## config.mk

```make
export PLATFORM = sky130hd
export DESIGN_NAME = simt_core_sequencer_flat
export DESIGN_NICKNAME = d
export VERILOG_FILES = /design/src/rtl/simt_core_sequencer_pkg.sv /design/src/rtl/simt_core_sequencer_if.sv /design/src/rtl/simt_core_sequencer_nzp.sv /design/src/rtl/simt_core_sequencer.sv /design/src/flat_wrapper.sv
export SDC_FILE = /design/constraint.sdc
export NUM_CORES = 1
export LEC_CHECK = 0
export BUFFER_PORTS_ARGS = -buffer_cell sky130_fd_sc_hd__buf_2
export CAP_MARGIN = 40
export CORE_UTILIZATION = 53
export CTS_CLUSTER_SIZE = 14
export DETAILED_ROUTE_END_ITERATION = 7
export GPL_TIMING_DRIVEN = 0
export PLACE_DENSITY = 0.79
export RECOVER_POWER = 100
export SYNTH_ARGS = -nofsm -noshare
export SYNTH_HDL_FRONTEND = slang
export SYNTH_SLANG_ARGS = --single-unit
```

## constraint.sdc

```tcl
create_clock -name clk -period 1.7 [get_ports clk]
set_input_delay 0.085 -clock clk [delete_from_list [all_inputs] [get_ports clk]]
set_output_delay 0.085 -clock clk [all_outputs]
set_load 0.005 [all_outputs]
```

## src/rtl/simt_core_sequencer_pkg.sv

```systemverilog
// core_pkg: shared FSM state, NZP flag layout and types for the SIMT core sequencer.
package core_pkg;
  typedef enum logic [2:0] {IDLE, FETCH, DECODE, REQUEST, WAIT, EXECUTE, UPDATE, DONE} state_t;
  localparam int NZP_N = 2;
  localparam int NZP_Z = 1;
  localparam int NZP_P = 0;
  typedef logic [2:0] nzp_t;
endpackage

```

## src/rtl/simt_core_sequencer_if.sv

```systemverilog
// simt_core_sequencer_if: fetch, decode, LSU and status signals between the sequencer and its core.
interface simt_core_sequencer_if #(
  parameter int THREADS = 4,
  parameter int PC_BITS = 8
);
  logic                       start;
  logic [$clog2(THREADS):0]   thread_count;
  logic                       fetch_enable;
  logic                       fetch_done;
  logic                       is_nop;
  logic                       is_branch;
  logic                       is_cmp;
  logic                       is_alu;
  logic                       is_ldr;
  logic                       is_str;
  logic                       is_halt;
  logic [2:0]                 cond;
  logic [PC_BITS-1:0]         imm;
  logic [3*THREADS-1:0]       alu_nzp;
  logic [THREADS-1:0]         lsu_req;
  logic [THREADS-1:0]         lsu_done;
  logic [THREADS-1:0]         reg_we;
  logic [PC_BITS-1:0]         pc;
  logic [THREADS-1:0]         active_mask;
  logic                       done;
  logic                       error;
  modport master (
    input  start, thread_count, fetch_done, is_nop, is_branch, is_cmp, is_alu, is_ldr, is_str,
           is_halt, cond, imm, alu_nzp, lsu_done,
    output fetch_enable, lsu_req, reg_we, pc, active_mask, done, error
  );
  modport slave (
    output start, thread_count, fetch_done, is_nop, is_branch, is_cmp, is_alu, is_ldr, is_str,
           is_halt, cond, imm, alu_nzp, lsu_done,
    input  fetch_enable, lsu_req, reg_we, pc, active_mask, done, error
  );
endinterface

```

## src/rtl/simt_core_sequencer_nzp.sv

```systemverilog
// nzp_branch_unit: per-thread NZP flags and the uniform branch-take reduction over active threads.
module nzp_branch_unit
  import core_pkg::*;
#(
  parameter int THREADS = 4
) (
  input  logic                   clk,
  input  logic                   reset,
  input  logic                   we_i,
  input  logic [THREADS-1:0]     mask_i,
  input  logic [3*THREADS-1:0]   nzp_i,
  input  nzp_t                   cond_i,
  output logic                   take_o
);
  logic [THREADS-1:0] hit;
  for (genvar t = 0; t < THREADS; t++) begin : g_thr
    nzp_t nzp_q;
    always_ff @(posedge clk or posedge reset)
      if (reset) nzp_q <= '0;
      else if (we_i && mask_i[t]) nzp_q <= nzp_i[3*t +: 3];
    assign hit[t] = mask_i[t] & ((nzp_q[NZP_N] & cond_i[NZP_N]) |
                                 (nzp_q[NZP_Z] & cond_i[NZP_Z]) |
                                 (nzp_q[NZP_P] & cond_i[NZP_P]));
  end
  assign take_o = |hit;
endmodule

```

## src/rtl/simt_core_sequencer.sv

```systemverilog
// simt_core_sequencer: fetch/decode/LSU-wait/execute/update sequencer owning the PC of a SIMT block.
module simt_core_sequencer
  import core_pkg::*;
#(
  parameter int THREADS     = 4,
  parameter int PC_BITS     = 8,
  parameter int LSU_TIMEOUT = 255
) (
  input logic                   clk,
  input logic                   reset,
  simt_core_sequencer_if.master bus
);
  localparam int TCW = $clog2(THREADS) + 1;
  localparam int CW  = LSU_TIMEOUT < 2 ? 1 : $clog2(LSU_TIMEOUT + 1);
  state_t             state_q, state_d;
  logic [PC_BITS-1:0] pc_q, pc_d, imm_q, imm_d;
  logic [THREADS-1:0] mask_q, mask_d, req_q, req_d, new_mask;
  logic [CW-1:0]      cnt_q, cnt_d;
  logic               err_q, err_d;
  logic               br_q, br_d, cmp_q, cmp_d, wr_q, wr_d, mem_q, mem_d;
  nzp_t               cond_q, cond_d;
  logic [TCW-1:0]     tc;
  logic               all_done, timeout, take, unused;
  assign unused   = bus.is_nop;
  assign tc       = bus.thread_count > TCW'(THREADS) ? TCW'(THREADS) : bus.thread_count;
  for (genvar i = 0; i < THREADS; i++) begin : g_mask
    assign new_mask[i] = TCW'(i) < tc;
  end
  assign all_done = (bus.lsu_done & mask_q) == mask_q;
  assign timeout  = LSU_TIMEOUT != 0 && cnt_q == CW'(LSU_TIMEOUT - 1);
  nzp_branch_unit #(.THREADS(THREADS)) u_nzp (
    .clk    (clk),
    .reset  (reset),
    .we_i   (state_q == EXECUTE && cmp_q),
    .mask_i (mask_q),
    .nzp_i  (bus.alu_nzp),
    .cond_i (cond_q),
    .take_o (take)
  );
  always_ff @(posedge clk or posedge reset)
    if (reset) begin
      state_q <= IDLE;
      pc_q    <= '0;
      imm_q   <= '0;
      mask_q  <= '0;
      req_q   <= '0;
      cnt_q   <= '0;
      err_q   <= 1'b0;
      br_q    <= 1'b0;
      cmp_q   <= 1'b0;
      wr_q    <= 1'b0;
      mem_q   <= 1'b0;
      cond_q  <= '0;
    end else begin
      state_q <= state_d;
      pc_q    <= pc_d;
      imm_q   <= imm_d;
      mask_q  <= mask_d;
      req_q   <= req_d;
      cnt_q   <= cnt_d;
      err_q   <= err_d;
      br_q    <= br_d;
      cmp_q   <= cmp_d;
      wr_q    <= wr_d;
      mem_q   <= mem_d;
      cond_q  <= cond_d;
    end
  always_comb begin
    state_d = state_q;
    pc_d    = pc_q;
    imm_d   = imm_q;
    mask_d  = mask_q;
    req_d   = req_q;
    cnt_d   = cnt_q;
    err_d   = err_q;
    br_d    = br_q;
    cmp_d   = cmp_q;
    wr_d    = wr_q;
    mem_d   = mem_q;
    cond_d  = cond_q;
    case (state_q)
      IDLE, DONE: if (bus.start) begin
        mask_d  = new_mask;
        pc_d    = '0;
        err_d   = 1'b0;
        state_d = FETCH;
      end
      FETCH: state_d = bus.fetch_done ? DECODE : FETCH;
      DECODE: begin
        br_d    = bus.is_branch;
        cmp_d   = bus.is_cmp;
        wr_d    = bus.is_alu | bus.is_ldr;
        mem_d   = bus.is_ldr | bus.is_str;
        cond_d  = bus.cond;
        imm_d   = bus.imm;
        state_d = bus.is_halt ? DONE : REQUEST;
      end
      REQUEST: begin
        req_d   = mem_q ? mask_q : '0;
        cnt_d   = '0;
        state_d = mem_q ? WAIT : EXECUTE;
      end
      // completion wins over a watchdog expiry landing in the same cycle
      WAIT: begin
        cnt_d   = cnt_q + 1'b1;
        req_d   = all_done || timeout ? '0 : req_q;
        err_d   = !all_done && timeout;
        state_d = all_done ? EXECUTE : timeout ? DONE : WAIT;
      end
      EXECUTE: state_d = UPDATE;
      UPDATE: begin
        pc_d    = br_q && take ? imm_q : pc_q + 1'b1;
        state_d = FETCH;
      end
      default: state_d = IDLE;
    endcase
  end
  assign bus.fetch_enable = state_q == FETCH;
  assign bus.lsu_req      = req_q;
  assign bus.reg_we       = state_q == EXECUTE && wr_q ? mask_q : '0;
  assign bus.pc           = pc_q;
  assign bus.active_mask  = mask_q;
  assign bus.done         = state_q == DONE;
  assign bus.error        = err_q;
endmodule

```

## src/flat_wrapper.sv

```systemverilog
// flat-port wrapper written by rule: the top's interface ports become plain ports
module simt_core_sequencer_flat import core_pkg::*;
#(
  parameter int THREADS     = 4,
  parameter int PC_BITS     = 8,
  parameter int LSU_TIMEOUT = 255
)
  (clk, reset, bus_start, bus_thread_count, bus_fetch_done, bus_is_nop, bus_is_branch, bus_is_cmp, bus_is_alu, bus_is_ldr, bus_is_str, bus_is_halt, bus_cond, bus_imm, bus_alu_nzp, bus_lsu_done, bus_fetch_enable, bus_lsu_req, bus_reg_we, bus_pc, bus_active_mask, bus_done, bus_error);
  simt_core_sequencer_if #(.THREADS(THREADS), .PC_BITS(PC_BITS)) bus_i ();
  input logic clk;
  input logic reset;
  input wire logic [$bits(bus_i.start)-1:0] bus_start;
  input wire logic [$bits(bus_i.thread_count)-1:0] bus_thread_count;
  input wire logic [$bits(bus_i.fetch_done)-1:0] bus_fetch_done;
  input wire logic [$bits(bus_i.is_nop)-1:0] bus_is_nop;
  input wire logic [$bits(bus_i.is_branch)-1:0] bus_is_branch;
  input wire logic [$bits(bus_i.is_cmp)-1:0] bus_is_cmp;
  input wire logic [$bits(bus_i.is_alu)-1:0] bus_is_alu;
  input wire logic [$bits(bus_i.is_ldr)-1:0] bus_is_ldr;
  input wire logic [$bits(bus_i.is_str)-1:0] bus_is_str;
  input wire logic [$bits(bus_i.is_halt)-1:0] bus_is_halt;
  input wire logic [$bits(bus_i.cond)-1:0] bus_cond;
  input wire logic [$bits(bus_i.imm)-1:0] bus_imm;
  input wire logic [$bits(bus_i.alu_nzp)-1:0] bus_alu_nzp;
  input wire logic [$bits(bus_i.lsu_done)-1:0] bus_lsu_done;
  output wire logic [$bits(bus_i.fetch_enable)-1:0] bus_fetch_enable;
  output wire logic [$bits(bus_i.lsu_req)-1:0] bus_lsu_req;
  output wire logic [$bits(bus_i.reg_we)-1:0] bus_reg_we;
  output wire logic [$bits(bus_i.pc)-1:0] bus_pc;
  output wire logic [$bits(bus_i.active_mask)-1:0] bus_active_mask;
  output wire logic [$bits(bus_i.done)-1:0] bus_done;
  output wire logic [$bits(bus_i.error)-1:0] bus_error;
  assign bus_i.start = bus_start;
  assign bus_i.thread_count = bus_thread_count;
  assign bus_i.fetch_done = bus_fetch_done;
  assign bus_i.is_nop = bus_is_nop;
  assign bus_i.is_branch = bus_is_branch;
  assign bus_i.is_cmp = bus_is_cmp;
  assign bus_i.is_alu = bus_is_alu;
  assign bus_i.is_ldr = bus_is_ldr;
  assign bus_i.is_str = bus_is_str;
  assign bus_i.is_halt = bus_is_halt;
  assign bus_i.cond = bus_cond;
  assign bus_i.imm = bus_imm;
  assign bus_i.alu_nzp = bus_alu_nzp;
  assign bus_i.lsu_done = bus_lsu_done;
  assign bus_fetch_enable = bus_i.fetch_enable;
  assign bus_lsu_req = bus_i.lsu_req;
  assign bus_reg_we = bus_i.reg_we;
  assign bus_pc = bus_i.pc;
  assign bus_active_mask = bus_i.active_mask;
  assign bus_done = bus_i.done;
  assign bus_error = bus_i.error;
  simt_core_sequencer #(.THREADS(THREADS), .PC_BITS(PC_BITS), .LSU_TIMEOUT(LSU_TIMEOUT)) u_core (.clk(clk), .reset(reset), .bus(bus_i));
endmodule
```

Yosys cells after proc, flatten, opt, wreduce, memory -nomap -nowiden
Index checks and enable logic that the tools add are counted.
{"block": "totals", "input_bits": 41, "out_inout_bits": 23, "regBits": 55, "word_cells": 99}
{"block": "classes", "n_addsub": 2, "eq_ne": 11, "muxes": 18, "bitwise_logic": 27, "order_cmp": 5, "reduce_logical": 20}
{"operator": "case mux 8 bit (2 select lines)", "count": 2}
{"operator": "case mux 3 bit (7 select lines)", "count": 1}
{"operator": "adder 8 x 1 -> 8 bit, second input constant", "count": 2}
{"operator": "AND 1 bit", "count": 16}
{"operator": "2-to-1 mux 8 bit", "count": 2}
{"operator": "== test 3 bit, second input constant", "count": 4}
{"operator": "2-to-1 mux 3 bit", "count": 4}
{"operator": "2-to-1 mux 4 bit", "count": 3}
{"operator": "OR 1 bit", "count": 10}
{"operator": "== test 8 bit, second input constant", "count": 1}
{"operator": "logical AND 1 bit", "count": 8}
{"operator": "case mux 4 bit (2 select lines)", "count": 1}
{"operator": "AND reduction 2 bit", "count": 4}
{"operator": "== test 3 x 2 -> 1 bit, second input constant", "count": 2}
{"operator": "< comparator 1 x 3 -> 1 bit, first input constant", "count": 2}
{"operator": "< comparator 2 x 3 -> 1 bit, first input constant", "count": 2}
{"operator": "nonzero test 2 bit", "count": 3}
{"operator": "AND 4 bit", "count": 1}
{"operator": "== test 4 bit", "count": 1}
{"operator": "2-to-1 mux 2 bit", "count": 2}
{"operator": "OR reduction 4 bit", "count": 1}
{"operator": "== test 3 x 1 -> 1 bit, second input constant", "count": 1}
{"operator": "> comparator 3 bit, second input constant", "count": 1}
{"operator": "logical NOT 3 bit", "count": 1}
{"operator": "other kinds (7)", "count": 8}

Depth between registers and ports, before layout
{"block": "depth", "depth_word": 8, "depth_mapped": 7, "depth_no_buf": 7}

By module
Synthesis repeated with hierarchy kept, for this count alone.
{"block": "hier_totals", "cells_unflattened": 249, "hier_area_um2": 2671.3}
{"mod": "simt_core_sequencer", "cells_each": 210, "seq_area_each_um2": 1076.0, "area_per_inst_um2": 2145.8, "n_inst": 1}
{"mod": "nzp_branch_unit", "cells_each": 39, "seq_area_each_um2": 300.3, "area_per_inst_um2": 525.5, "n_inst": 1}

Worst setup path before layout
OpenSTA, ideal clock, no wires.
{"block": "synth_timing", "kind": "reg-to-reg", "from": "reg u_core.cond_q[2]", "to": "reg u_core.pc_q[0] (netlist: u_core.bus.pc[0])", "synth_period_minus_slack_ns": 1.556, "stages_incl_launch_ff": 7, "t_arrival_ns": 1.435, "n_path_buf": 1, "setup_ns": 0.121, "required_time_ns": 1.579, "path_slack_ns": 0.144, "path_cell_list": "dfrtp_1 -> a222oi_1 -> o22ai_1 -> o21ai_2 -> buf_6 -> mux2i_1 -> a22o_1"}
{"block": "synth_between", "elab_chain_len": 8, "elab_cells_between_ends": 20, "classes_between": "mux (2); bitwise (16); reduce/logical (2)"}
{"element": "from (decl)", "line": "simt_core_sequencer.sv:21", "rtl": "nzp_t cond_q, cond_d;"}
{"element": "from (signal assigned)", "line": "simt_core_sequencer.sv:66", "rtl": "cond_q <= cond_d;"}
{"element": "AND 1 bit", "line": "simt_core_sequencer_nzp.sv:21", "rtl": "assign hit[t] = mask_i[t] & ((nzp_q[NZP_N] & cond_i[NZP_N]) |"}
{"element": "OR 1 bit", "line": "simt_core_sequencer_nzp.sv:21"}
{"element": "OR 1 bit", "line": "simt_core_sequencer_nzp.sv:22", "rtl": "(nzp_q[NZP_Z] & cond_i[NZP_Z]) |"}
{"element": "AND 1 bit", "line": "simt_core_sequencer_nzp.sv:21"}
{"element": "OR reduction 4 bit (*)", "line": "simt_core_sequencer_nzp.sv:25", "rtl": "assign take_o = |hit;"}
{"element": "logical AND 1 bit (*)", "line": "simt_core_sequencer.sv:112", "rtl": "pc_d = br_q && take ? imm_q : pc_q + 1'b1;"}
{"element": "2-to-1 mux 8 bit (*)", "line": "simt_core_sequencer.sv:112"}
{"element": "case mux 8 bit (2 select lines) (*)", "line": "simt_core_sequencer.sv:81", "rtl": "case (state_q)"}
{"element": "to (signal assigned)", "line": "simt_core_sequencer.sv:56", "rtl": "pc_q <= pc_d;"}
{"element": "to (decl)", "line": "simt_core_sequencer.sv:16", "rtl": "logic [PC_BITS-1:0] pc_q, pc_d, imm_q, imm_d;"}
Mark *: on every way between the ends. The rest lies on a longest branch, timed or not.
A chain may end at the register's enable or synchronous reset.

Final worst setup path
{"block": "layout_timing", "from": "reg u_core.cond_q[2]", "to": "reg u_core.pc_q[2] (netlist: u_core.bus.pc[2])"}
Same word-level chain as after synthesis.

==> results.md <==
- Antenna diode count: 0
- Seq/Total Area, Yosys: a little over half
- Core area: roughly 4800 µm²
- Power per cell area: 1610 nW/µm²
- Seq cells post-synth: 55
- CP endpoint: u_core.bus.pc[2]$_DFFE_PP0P_
- Critical path required time: 1.88 ns
- Die footprint: 5260 µm²
- EDFF count, synth: 0
- Final Cycle Share: 107%
- Leakage power: 1.55 nW
- Synth unique cells: 42
- Via Count: around 2.2k
- Reg clk slew, reported paths: around 0.09 ns
- Root Driver: clkbuf_8
- 1st-iter DRT viols: around 190
- Clk_skew: 0.0161 ns
- Clock latency at the later pin of the worst-skew pair: 0.31 ns
- Share of layout cells above drive strength 1: between 30% and 40%
- Peak supply drop: 974 µV
- Die Span Y: about 73 µm
- Worst Hold Launch: bus_is_cmp
- Asr flop ratio synth: 100%
- Critical Path Fanout Max: 10
- Final hold slack: around 0.011 ns
- Max-slew violation count: 0
- Wirelength per Cell: 14.7 µm
- R2R setup slack: -0.11 ns
- Clock sink total: 55
- Initial Utilization: 55.4%
- Final HPWL DP: 4200 µm
- Number of core rows: 25
- Slew HR: about 50%
- DRT Pass-1 Iters: 4
- Clock buffer count from CTS: 5
- Area Overhead vs Synth: 22.5%
- Largest net degree at the start of global routing: 37
- Vias in the first global route: between 2k and 2.5k
- Critical R2R Capture: u_core.bus.pc[2]$_DFFE_PP0P_
- Critical Path Most Common Cell: o22ai_1
- Mean post-synth cell area: 10.5 µm²
- Syn Inst Count: 250
- Quantity of I/O buffers inserted on ports: 62
- Total grt overflow: 0
- DRC viols: 0
- Critical path launch point: u_core.cond_q[2]$_DFFE_PP0N_
- Critical Path AT: slightly below 2 ns
- Worst min path class: primary input to flop
- Crit-path slowest cell: dfrtp_1
- Min Tclk post-route: about 1.8 ns
- Setup CP Type: flop to flop
- Crit path largest cell delay: slightly above 0.4 ns
- Worst path cell trace: buf_4, a222oi_1, o22ai_1, o21ai_2, buf_6, mux2i_1, o22ai_1
- GP Congestion: about 0.82
- Final ANT Viol Nets: 0
- CTS tree: done
- Top FF cell, synth: dfrtp_1
- Die extent in x: 72.5 µm
- Detailed Route WL: approximately 5800 µm
- Post-synth top area cell: dfrtp_1
- H-tree depth: 2
- Setup crit end kind: flop
- Worst slew pin tran: between 0.7 and 0.8 ns
- GRT Util Overall: 23.9%
- Synth top area share: a little over half
- Pre-CTS setup slack: -0.0554 ns
- Top-count cell post-synth: dfrtp_1
- Max clock buf depth: 2
- Failing checks: negative setup slack
- Ports: 64
- CP Launch Type: flop
- Synth area leaders: dfrtp_1 (52%), mux2_2 (10%), nand2_1 (3.3%)
- RSZ-0062 raised after global routing: true
- Status: finished, violations left
- Top cells by count, synth: dfrtp_1 (55), mux2_2 (24), nand2_1 (23)
- Via-to-Cell Ratio: between 5 and 6
- Ys Warns: 0
- Max-cap violations: 0
- Setup violators final: 7
- Hold Fails Final Rpt: 0
- Nets: roughly 370
- Fin Setup TNS: -0.610 ns
- Worst reg2reg startpoint: u_core.cond_q[2]$_DFFE_PP0N_
- Synthesized cell area: between 2000 and 3000 µm²
- Setup ws final: -0.114 ns
- R2r worst-path depth: 7
- Synthesized Nets: 294
- Final Non-Filler Cells: 395
- Initial antenna violation count: 0
- First-pass GRT wire length: around 9600 µm
- F_max: between 0.5 and 0.6 GHz
- Inst Count DP: 380
[what timing repair did]
action | 4_1_cts | 5_1_grt
pin swaps | 0 | 5
resized for setup | 3 | 11
endpoints found under the setup margin | 11 | 34
hold endpoints to repair | 22 | 1
hold buffers | 4 | 1
buffers inserted | 0 | 3
[area by class of cell]
cell class | count | area (µm²)
inverter | 15 | 56.3
fill | 396 | 1530
clock buffer | 8 | 100
timing repair buffer | 71 | 388
sequential | 55 | 1380
tap | 67 | 83.8
buffer | 8 | 48.8
multi-input combinational | 171 | 1170
[power breakdown]
group,switching (W),leakage [nW],internal [W]
clock,0.000409,0.0515,0.000373
sequential,0.000368,0.673,0.00182
combinational,0.00115,0.830,0.00107
[logic make-up (layout without fill, tap and decap cells)]
| family | Yosys count | after routing | share of synthesized area [%] |
|---|---|---|---|
| AND/OR/NAND/NOR | 82 | 82 | 15.6 |
| flip-flops | 55 | 55 | 52.2 |
| AO/OA/AOI/OAI | 54 | 54 | 13.4 |
| multiplexers | 32 | 32 | 13.3 |
| buffers and inverters | 24 | 102 | 4.04 |
| adder cells (fa/ha/maj) | 3 | 3 | 1.42 |
[routing by layer]
layer / share of wire [%] / wire, µm / up-vias / GRT usage, %
met1: 46 / 2660 / 1057 / 33.0
met3: 5.1 / 293 / 6 / 5.69
met4: 1.0 / 60 / 0 / 6.32
met5: 0 / 0 / - / 0
li1: - / - / 1067 / -
met2: 48 / 2780 / 60 / 38.1
[critical path, delay by kind of cell (launching register included)]
family | cells | cell delay, ns
AO/OA/AOI/OAI | 4 | 0.74
buffers and inverters | 2 | 0.33
flip-flops | 1 | 0.41
multiplexers | 1 | 0.21
[metrics by stage]
stage	util [%]	total power (W)	instance area (µm²)
floorplan	-	0.00366	2640
global placement	63.7	0.00420	3030
detailed placement	64.1	0.00430	3050
CTS	67.2	0.00511	3200
global route	67.9	0.00555	3230
finish	67.9	0.00519	3230
[worst min-delay path by stage]
stage	to	slack (ns)	depth (start not counted)
after floorplan	u_core.bus.active_mask[3]$_DFFE_PP0P_	0.20	2
after global placement	u_core.imm_q[5]$_DFFE_PP0N_	0.29	3
after detailed placement	u_core.bus.pc[3]$_DFFE_PP0P_	0.11	2
after CTS	u_core.imm_q[1]$_DFFE_PP0N_	0.003	2
after global routing	u_core.imm_q[7]$_DFFE_PP0N_	0.001	2
final	u_core.cmp_q$_DFFE_PP0N_	0.01	2
[state kept, by name, indices dropped and copies added, names as in the netlist]
register	count
u_core.cnt_q	8
u_core.bus.pc	8
u_core.state_q	3
u_core.bus.lsu_req	4
u_core.mem_q	1
u_core.imm_q	8
u_core.br_q	1
u_core.wr_q	1
u_core.bus.active_mask	4
u_core.cmp_q	1
u_core.u_nzp.g_thr.nzp_q	12
u_core.bus.error	1
u_core.cond_q	3
[cells in the final DEF, fill, tap and decap left out, types with 2 or more instances in the layout]
| master | count |
|---|---|
| buf_2 | 63 |
| buf_4 | 5 |
| clkbuf_1 | 5 |
| inv_1 | 14 |
| dfrtp_1 | 54 |
| nand3_1 | 13 |
| nand2_1 | 22 |
| o21ai_1 | 2 |
| o31ai_1 | 3 |
| nand2b_1 | 4 |
| o21ai_2 | 2 |
| a31oi_1 | 3 |
| nor2_2 | 2 |
| nor3_1 | 5 |
| a21oi_1 | 11 |
| o21ai_0 | 10 |
| or3_1 | 2 |
| mux2_2 | 24 |
| nor2_1 | 11 |
| and2_1 | 3 |
| o22ai_1 | 6 |
| o211ai_1 | 6 |
| and3_1 | 4 |
| dlygate4sd3_1 | 5 |
| ha_1 | 3 |
| mux2i_1 | 8 |
| a222oi_1 | 4 |
| clkbuf_8 | 7 |
| nand4_1 | 7 |
Power figures use the tool's default switching activity.
